## src/rtl/async_fifo_pkg.sv

```systemverilog
// Shared types and width helpers for the async FIFO read-side packer.
package async_fifo_pkg;

   typedef enum logic [0:0] {
      ACC_EMPTY = 1'b0,
      ACC_PART  = 1'b1
   } acc_state_e;

   function automatic int keep_width(input int ratio);
      return ratio;
   endfunction

   function automatic int cnt_width(input int ratio);
      return $clog2(ratio) + 1;
   endfunction

endpackage

```

## src/rtl/async_fifo_rd_packer_chk.sv

```systemverilog
// Simulation checks for the read packer: read data must only arrive for an issued read.
module async_fifo_rd_packer_chk (
   input logic clk,
   input logic rst_n,
   input logic valid,
   input logic inflight
);

   a_no_orphan_valid: assert property (@(posedge clk) disable iff (!rst_n) !(valid && !inflight));

endmodule

```

## src/rtl/rd_pack_timer.sv

```systemverilog
// Idle counter that requests a partial flush after TIMEOUT idle cycles.
// Compiled only when RD_PACK_FLUSH_TIMEOUT_EN is defined.
`ifdef RD_PACK_FLUSH_TIMEOUT_EN
module rd_pack_timer #(
   parameter int TIMEOUT = 16
) (
   input  logic clk,
   input  logic rst_n,
   input  logic run,
   output logic fire
);

   localparam int TW = $clog2(TIMEOUT + 1);

   logic [TW-1:0] timer_r;

   assign fire = run && (timer_r == TW'(TIMEOUT - 1));

   // Count consecutive idle cycles; any non-idle cycle or a flush clears the count.
   always_ff @(posedge clk or negedge rst_n) begin
      if (!rst_n) begin
         timer_r <= '0;
      end else if (run && !fire) begin
         timer_r <= timer_r + TW'(1);
      end else begin
         timer_r <= '0;
      end
   end

endmodule
`endif

```

## src/rtl/async_fifo_rd_packer.sv

```systemverilog
// Read-side FIFO consumer that packs PACK_RATIO words into one valid/ready beat.
// Optional partial flush on idle timeout: define RD_PACK_FLUSH_TIMEOUT_EN.
module async_fifo_rd_packer
   import async_fifo_pkg::*;
#(
   parameter int DATA_WIDTH = 8,
   parameter int PACK_RATIO = 4,
   parameter int TIMEOUT    = 16
) (
   input  logic                                clk,
   input  logic                                rst_n,
   input  logic                                empty,
   input  logic                                valid,
   input  logic [DATA_WIDTH-1:0]               dout,
   output logic                                rd_en,
   output logic [DATA_WIDTH*PACK_RATIO-1:0]    m_data,
   output logic [keep_width(PACK_RATIO)-1:0]   m_keep,
   output logic                                m_valid,
   input  logic                                m_ready,
   output logic [cnt_width(PACK_RATIO)-1:0]    pack_cnt
);

   localparam int PACK_W = DATA_WIDTH * PACK_RATIO;
   localparam int KW     = keep_width(PACK_RATIO);
   localparam int CW     = cnt_width(PACK_RATIO);

   if (PACK_RATIO < 2 || TIMEOUT < 1) begin : g_bad_param
      $error("async_fifo_rd_packer: PACK_RATIO must be >= 2 and TIMEOUT >= 1");
   end

   logic [CW-1:0]     cnt_r;
   logic              inflight_r;
   logic [PACK_W-1:0] acc_r;
   logic [PACK_W-1:0] m_data_r;
   logic [KW-1:0]     m_keep_r;
   logic              m_valid_r;

   logic [CW-1:0]     sum_s;
   logic              rd_en_s;
   logic              arrive_s;
   logic              complete_s;
   logic              accept_s;
   logic              flush_s;
   logic [KW-1:0]     flush_keep_s;
   logic [PACK_W-1:0] word_placed_s;
   logic [PACK_W-1:0] acc_next_s;
   acc_state_e        acc_state_s;

   assign acc_state_s = (cnt_r == CW'(0)) ? ACC_EMPTY : ACC_PART;
   assign sum_s       = cnt_r + CW'(inflight_r);
   assign arrive_s    = valid && inflight_r;
   assign complete_s  = arrive_s && (cnt_r == CW'(PACK_RATIO - 1));
   assign accept_s    = m_valid_r && m_ready;

   // The completing read is only issued when the output slot is free, so a completed word never overflows.
   assign rd_en_s = !empty && !flush_s &&
                    ((sum_s < CW'(PACK_RATIO - 1)) ||
                     ((sum_s == CW'(PACK_RATIO - 1)) && !m_valid_r));

`ifdef RD_PACK_FLUSH_TIMEOUT_EN
   logic tmr_run_s;

   assign tmr_run_s = (acc_state_s == ACC_PART) && !inflight_r && empty && !m_valid_r;

   rd_pack_timer #(
      .TIMEOUT (TIMEOUT)
   ) u_timer (
      .clk   (clk),
      .rst_n (rst_n),
      .run   (tmr_run_s),
      .fire  (flush_s)
   );

   // Lane mask for a partial flush: one bit per filled lane.
   always_comb begin
      flush_keep_s = '0;
      for (int i = 0; i < KW; i++) begin
         flush_keep_s[i] = (cnt_r > CW'(i));
      end
   end
`else
   assign flush_s      = 1'b0;
   assign flush_keep_s = '1;
`endif

   // Steer the arriving word into the lane selected by the fill count.
   always_comb begin
      word_placed_s = '0;
      for (int i = 0; i < PACK_RATIO; i++) begin
         word_placed_s[i*DATA_WIDTH +: DATA_WIDTH] = (cnt_r == CW'(i)) ? dout : '0;
      end
      if (acc_state_s == ACC_EMPTY) begin
         acc_next_s = word_placed_s;
      end else begin
         acc_next_s = acc_r | word_placed_s;
      end
   end

   // Accumulator, read tracking and output holding register.
   always_ff @(posedge clk or negedge rst_n) begin
      if (!rst_n) begin
         cnt_r      <= '0;
         inflight_r <= 1'b0;
         acc_r      <= '0;
         m_data_r   <= '0;
         m_keep_r   <= '0;
         m_valid_r  <= 1'b0;
      end else begin
         inflight_r <= rd_en_s;
         if (complete_s) begin
            m_data_r  <= acc_next_s;
            m_keep_r  <= '1;
            m_valid_r <= 1'b1;
            cnt_r     <= '0;
            acc_r     <= '0;
         end else if (flush_s) begin
            m_data_r  <= acc_r;
            m_keep_r  <= flush_keep_s;
            m_valid_r <= 1'b1;
            cnt_r     <= '0;
            acc_r     <= '0;
         end else begin
            if (arrive_s) begin
               acc_r <= acc_next_s;
               cnt_r <= cnt_r + CW'(1);
            end
            if (accept_s) begin
               m_valid_r <= 1'b0;
            end
         end
      end
   end

   async_fifo_rd_packer_chk u_chk (
      .clk      (clk),
      .rst_n    (rst_n),
      .valid    (valid),
      .inflight (inflight_r)
   );

   assign rd_en    = rd_en_s;
   assign m_data   = m_data_r;
   assign m_keep   = m_keep_r;
   assign m_valid  = m_valid_r;
   assign pack_cnt = cnt_r;

endmodule

```

## config.mk

```make
export PLATFORM = sky130hd
export DESIGN_NAME = async_fifo_rd_packer
export DESIGN_NICKNAME = d
export VERILOG_FILES = /design/src/rtl/async_fifo_pkg.sv /design/src/rtl/async_fifo_rd_packer_chk.sv /design/src/rtl/rd_pack_timer.sv /design/src/rtl/async_fifo_rd_packer.sv
export SDC_FILE = /design/constraint.sdc
export NUM_CORES = 1
export LEC_CHECK = 0
export CAP_MARGIN = 30
export CORE_MARGIN = 10
export CORE_UTILIZATION = 48
export DETAILED_ROUTE_END_ITERATION = 16
export GPL_TIMING_DRIVEN = 0
export HOLD_SLACK_MARGIN = 0.03
export PLACE_DENSITY = 0.74
export REMOVE_ABC_BUFFERS = 1
export SYNTH_ARGS = -nofsm -noshare
export SYNTH_HDL_FRONTEND = slang
export SYNTH_HIERARCHICAL = 1
export SYNTH_SLANG_ARGS = --single-unit
```

## constraint.sdc

```tcl
create_clock -name clk -period 2.26 [get_ports clk]
set_input_delay 0.339 -clock clk [delete_from_list [all_inputs] [get_ports clk]]
set_output_delay 0.339 -clock clk [all_outputs]
set_load 0.02 [all_outputs]
```

Word level (Yosys, flattened, before mapping):

Index checks and enable logic that the tools add are counted.

* register bits: 70
* bits in latches: 0
* memory bits (writable): 0
* bits in read-only memories: 0
* input port bits: 13
* output and inout bits: 41
* logic and storage cells: 36
* memories kept: 0

* add/sub/neg operators: 2
* $mul: 0
* divide/modulo/power cells: 0
* magnitude comparators: 1
* equal/unequal tests: 4
* shift operators: 0
* mux-type cells: 11
* bitwise logic cells: 1
* reduce and logical (&&, ||, !) cells: 11

Operators by type and width (number)
* $mux W32: 3
* $mux W8: 4
* $or A32 B32 Y32: 1
* $eq A3 B2 Y1 const B: 3
* $mux W3: 2
* $logic_and A1 B1 Y1: 5
* $reduce_bool A2 Y1: 2
* $add A3 B1 Y3: 1
* $add A3 B1 Y3 const B: 1
* $eq A3 B1 Y1 const B: 1
* $logic_not A3 Y1: 1
* $lt A3 B2 Y1 const B: 1
* $logic_not A1 Y1: 2
* $mux W1: 2
* $logic_or A1 B1 Y1: 1

Logic depth before layout (Yosys ltp):

Gate-level depths: netlist of run 1.

* depth in word-level cells: 6
* depth in mapped cells: 7
* depth with buffers taken out: 5

Least setup slack after synthesis of run 1:

OpenSTA, ideal clock, no wires.

* path type: reg-to-output
* start: register cnt_r[0], in the netlist pack_cnt[0]
* end: output rd_en
* arrival: 1.635 ns
* required time: 1.921 ns
* setup slack: 0.286 ns
* stages on the path, launching flop included: 4
* buffers on the path: 0
* cells stage by stage: dfrtp_1 -> ha_1 -> ha_1 -> a311oi_1

* cells in the longest elaborated chain, start to end: 5
* elaborated cells on any way between the ends: 6
* classes of those cells: 1 x add/sub; 1 x order compare; 1 x eq/ne; 3 x reduce/logical

RTL lines
* from (decl): RTL line async_fifo_rd_packer.sv:31 `logic [CW-1:0] cnt_r;`
* from (signal assigned): RTL line async_fifo_rd_packer.sv:125 `cnt_r <= cnt_r + CW'(1);`
* $add A3 B1 Y3 (*): RTL line async_fifo_rd_packer.sv:50 `assign sum_s = cnt_r + CW'(inflight_r);`
* branches (longest 2 deep; another with $lt A3 B2 Y1)
* $logic_or A1 B1 Y1 (*): RTL line async_fifo_rd_packer.sv:57 `((sum_s < CW'(PACK_RATIO - 1)) ||`
* $logic_and A1 B1 Y1 (*): RTL line async_fifo_rd_packer.sv:56 `assign rd_en_s = !empty && !flush_s &&`
* to (decl): RTL line async_fifo_rd_packer.sv:15 `output logic rd_en,`

Every way passes the cells marked *.

Final worst setup path of run 1:

Ends and elaborated chain as after synthesis.

==> results of run 1 <==
## placed cells by master, fill, tap and decap left out, types with 2 or more instances in the layout
cell type and count:
o21ai_1 33, buf_8 2, dfrtp_1 70, mux2i_1 8
and2_1 8, a22o_1 25, bufinv_16 3, inv_1 3
clkinv_2 2, buf_4 5, nand2_1 32, nor4b_4 2
clkdlybuf4s50_1 51, a22oi_1 16, a21oi_1 9, ha_1 6
clkbuf_8 10, nor2b_1 2
## metrics by stage
stage	cells	power, mW	instance area [sq um]	utilization [%]
after floorplan	225	1.30	2800	-
after detailed placement	356	1.37	3480	58.7
after CTS	374	2.61	3730	63.1
after global routing	376	2.66	3750	63.4
final	376	2.58	3750	63.4
after global placement	353	1.36	3420	57.8
## sequential cells by signal, indices dropped and copies added, names as in the netlist
| name | count |
|---|---|
| inflight_r | 1 |
| m_keep | 1 |
| m_valid | 1 |
| pack_cnt | 3 |
| acc_r | 32 |
| m_data | 32 |
## cell families (layout without fill, tap and decap cells)
kind of cell,Yosys count,after routing,share of synthesized area [%]
buffers and inverters,25,80,4.55
DFF,70,70,60.1
adders and majority gates,6,6,2.58
AOI/OAI and AO/OA,86,86,19.9
xor gates and xnor gates,1,1,0.301
and+or+nand+nor,49,49,9.41
muxes,9,9,3.14
## per-layer routing
| metal | vias up | GRT usage, % | wire length, um |
|---|---|---|---|
| li1 | 979 | - | - |
| met1 | 999 | 17.0 | 2840 |
| met2 | 57 | 19.7 | 2920 |
| met3 | 12 | 5.36 | 518 |
| met4 | 0 | 8.28 | 118 |
| met5 | - | 0 | 0 |
## layout make-up
| cell class | instances | area [sq um] |
|---|---|---|
| fill | 482 | 2170 |
| sequential | 70 | 1750 |
| multi-input combinational | 151 | 1040 |
| timing repair buffer | 60 | 611 |
| clock buffer | 10 | 138 |
| clock inverter | 6 | 109 |
| tap | 75 | 93.8 |
| inverter | 4 | 15.0 |
## power by group
group	internal, mW	switching, mW
Combinational	0.0301	0.0538
Clock	0.761	0.480
Sequential	1.25	0.00320
Total	2.04	0.537
## path summary, 6_finish.rpt
kind                       cells after the start  slack [ns]   startpoint         to
setup / recovery                               4        0.12  pack_cnt[0]      rd_en
hold / removal                                 1        0.07        rst_n  acc_r[27]
setup reg to reg                               4        0.21  pack_cnt[1]  acc_r[18]
hold reg to reg                                2        0.48    m_data[9]  m_data[9]
max in group asynchronous                      1        1.59        rst_n  m_data[0]
min in group clk                               2        0.48    m_data[9]  m_data[9]
## repair_timing
item	in CTS	in global routing
resized for setup	5	1
pin swaps	1	1
hold buffers	0	0
setup buffers	2	2
cloned	0	0
endpoints found under the setup margin	26	3
## worst reg2reg max path, cell delays in order, from the launching register on
cell	delay (ns)
dfrtp_1	0.46
ha_1	0.49
o2111ai_2	0.44
buf_8	0.31
a22o_1	0.25
==> impl_metrics.ini, run 1 <==
[cts]
clk_pin_slew_ns = 0.07
cts_tree = yes
cts_root_buffer = clkbuf_8
max-clock-path-buffers = 2
htreeDepth = 3
clk_latency_ns = 0.35
cts_sinks = 70
numCtsBuffers = 9

[critical_path]
worstSetupPathType = flop to output port
start_kind = flop
critPathBufInv = 1
cp_common_cell = ha_1
required_ns = 1.92
worstPathArrival_ns = 1.80
critPathCaptureType = output port
critPathMaxFanout = 5
cp_slowest_cell = dfrtp_1
critPathMaxStageDelay_ns = 0.44
critical-path-top-delay-family = adder cells
critical_path.cell_chain = ha_1 > ha_1 > a311oi_2 > buf_2

[cells_and_area]
antennaDiodeCount = 0
syn_to_final_growth_pct = 28.9
drive_above_1_share_pct = 11.0
finalNetCount = 315

[floorplan]
start_util_pct = 49.2
core.rowCount = 28
dieArea_sq_um = 9580
core_area_sq_um = 5920
die_y_um = 97.9
die_w_um = 97.9
pin_count = 54

[sta]
fmax_mhz = 467
clock_skew_ns = 0.00809
finalWorstSetupSlack_ns = 0.118
hold_slack_ns = 0.0696
finalHoldViolations = 0
setup_viol = 0
relSlewSlack_pct = 41.5
setup_tns_ns = 0
tightest_slew_ns = 0.877
rsz0062_at_grt = no
maxSlewViolCount = 0
finalCriticalPeriod_ns = 2.14
period_share_pct = 94.8

[placement]
place_ws_ns = -0.186
hpwl_mm = 4.22
port_buffers = 53
gp_congestion = 0.725

[yosys]
synthTopCellsByArea = dfrtp_1 (60%), a22o_1 (7.5%), o21ai_1 (5.7%), a22oi_1 (4.1%), nand2_1 (4.1%)
synth-seq-area-share_pct = 60.1
ys_async_sr_fraction_pct = 100
synth_cell_types = 26
ys.flop_type = dfrtp_1
ys_warn_count = 6
netlist_area_sq_um = 2910
synthCells = 246
ys_ff_latch = 70
synth_most_common_cell = dfrtp_1
synth_top_area_share_pct = 60.1
synth.avg_cell_area_sq_um = 11.8
synthTopCellsByCount = dfrtp_1 (70), o21ai_1 (33), nand2_1 (32)
synth_edf_count = 0
synth_largest_area_cell = dfrtp_1

[global_route]
antenna_found_initial = 0
globalRouteTotalUtil_pct = 13.7
grt_pass1_vias = 2096
grt_pass1_wl_mm = 10.7
overflow = 0
grt_max_degree = 71

[power]
vdd_drop_max_v = 0.000391
power_density_nw_per_um2 = 688
p_leak_nw = 1.69

[route]
drc = 0
wirelength_mm = 6.40
ant_nets = 0
routed_via_density = 5.44
first_iter_violations = 102
firstDrtPassIters = 4
vias = 2047
drt-wirelength-per-cell_um = 17.0

[outcome]
status = complete, no violations

[flow_run]
cap_viol_max_count = 0

[hold_path]
min_path_type = primary input to asynchronous set/reset pin
Note: power is estimated with default switching activity, not from simulation.
==> run 2: changes to the inputs <==
--- a/config.mk
+++ b/config.mk
@@ -7,11 +7,11 @@
 export LEC_CHECK = 0
 export CAP_MARGIN = 30
 export CORE_MARGIN = 10
-export CORE_UTILIZATION = 48
+export CORE_UTILIZATION = 55
 export DETAILED_ROUTE_END_ITERATION = 16
 export GPL_TIMING_DRIVEN = 0
 export HOLD_SLACK_MARGIN = 0.03
-export PLACE_DENSITY = 0.74
+export PLACE_DENSITY = 0.82
 export REMOVE_ABC_BUFFERS = 1
 export SYNTH_ARGS = -nofsm -noshare
 export SYNTH_HDL_FRONTEND = slang
==> impl_metrics.ini, run 2 (synthesis results as in run 1) <==
[critical_path]
start_kind = flop
critPathCaptureType = output port
worstSetupPathType = flop to output port
worstPathArrival_ns = 1.82
required_ns = 1.92
critPathMaxFanout = 5

[sta]
clock_skew_ns = 0.00867
relSlewSlack_pct = 42.9
finalWorstSetupSlack_ns = 0.106
maxSlewViolCount = 0
finalHoldViolations = 0
rsz0062_at_grt = no
tightest_slew_ns = 0.856
hold_slack_ns = 0.0835
fmax_mhz = 464
finalCriticalPeriod_ns = 2.15
period_share_pct = 95.3
setup_viol = 0

[route]
drt-wirelength-per-cell_um = 17.3
firstDrtPassIters = 5
first_iter_violations = 109
wirelength_mm = 6.45
drc = 0
ant_nets = 0
routed_via_density = 5.55
vias = 2069

[cells_and_area]
drive_above_1_share_pct = 11.2
multiInputGateArea_sq_um = 1050
finalNetCount = 317
postLayoutCoreUtil_pct = 73.7
antennaDiodeCount = 0
final_common_cell = dfrtp_1
syn_to_final_growth_pct = 29.2
fillCellCount = 383
regArea_sq_um = 1750
final_cell_mix = dfrtp_1 (70), clkdlybuf4s50_1 (51), o21ai_1 (33), nand2_1 (32), a22o_1 (25)

[global_route]
grt_pass1_vias = 2202
globalRouteTotalUtil_pct = 16.1
overflow = 0
antenna_found_initial = 0
grt_pass1_wl_mm = 11.1
grt_max_degree = 71

[cts]
cts_sinks = 70
numCtsBuffers = 9
clk_latency_ns = 0.35
postCtsHoldBufs = 0
max-clock-path-buffers = 2
clk_pin_slew_ns = 0.07
cts_root_buffer = clkbuf_8
cts_tree = yes
htreeDepth = 3

[power]
power.total_mw = 2.58
power_density_nw_per_um2 = 687
p_leak_nw = 1.69
vdd_drop_max_v = 0.000420

[placement]
gp_congestion = 0.721
place_ws_ns = -0.106
port_buffers = 53
hpwl_mm = 4.13

[outcome]
status = complete, no violations

[flow_run]
cap_viol_max_count = 0

[floorplan]
core_area_sq_um = 5110
pin_count = 54
start_util_pct = 57.0
dieArea_sq_um = 8610
die_w_um = 92.8
die_y_um = 92.8
core.rowCount = 26

[hold_path]
min_path_type = primary input to asynchronous set/reset pin
## run 2: cell types whose count changed in the layout (fill, tap and decap cells not counted)
cell | before | now
clkinvlp_4 | 0 | 1
o2111ai_4 | 0 | 1
clkinv_2 | 2 | 0
o2111ai_2 | 1 | 0
clkbuf_1 | 0 | 1
buf_16 | 1 | 0
buf_4 | 5 | 7
buf_8 | 2 | 3
## run 2: timing repair
action / 4_1_cts / 5_1_grt
setup endpoints to repair: 25 / 15
setup buffers: 4 / 2
pin swaps: 1 / 1
gates resized for setup: 5 / 2
## run 2: worst max-delay path: stages (launching register included)
cell,delay [ns]
dfrtp_1,0.46
ha_1,0.22
ha_1,0.19
xor2_1,0.15
a311oi_2,0.23
buf_2,0.21
## run 2: metal layers
layer  routed length (um)  GRT usage (%)
met1                 2750           18.8
met2                 3110           24.8
met3                  481           7.18
met4                  101           7.71
met5                    0              0
## run 2: area by class of cell
type,instances,area share [%]
Tap cell,70,2.33
Multi-Input combinational cell,151,27.9
Inverter,4,0.399
Sequential cell,70,46.5
Clock buffer,11,3.76
Timing Repair Buffer,62,16.3
Clock inverter,5,2.83
## run 2: worst paths after layout
kind                       depth (start not counted)          to   startpoint  slack [ns]
max                                                5       rd_en   inflight_r        0.11
min                                                1    acc_r[5]        rst_n        0.08
max reg2reg                                        6    acc_r[3]  pack_cnt[0]        0.24
min reg2reg                                        2  m_data[25]   m_data[25]        0.48
max in group asynchronous                          1   acc_r[26]        rst_n        1.60
min in group clk                                   2  m_data[25]   m_data[25]        0.48
## run 2: power by group
part	switching, mW	total (mW)	internal [mW]	leakage (nW)
Combinational	0.0538	0.0839	0.0300	0.601
Clock	0.478	1.24	0.765	0.120
Sequential	0.00292	1.26	1.25	0.969
## run 2: through the flow
step / std cells / instance area (sq um) / TNS [ns]
6_report: 373 / 3760 / 0
2_1_floorplan: 225 / 2800 / -24.29
5_1_grt: 373 / 3760 / 0
3_5_place_dp: 351 / 3460 / -2.19
3_3_place_gp: 348 / 3410 / -146.55
4_1_cts: 371 / 3740 / 0
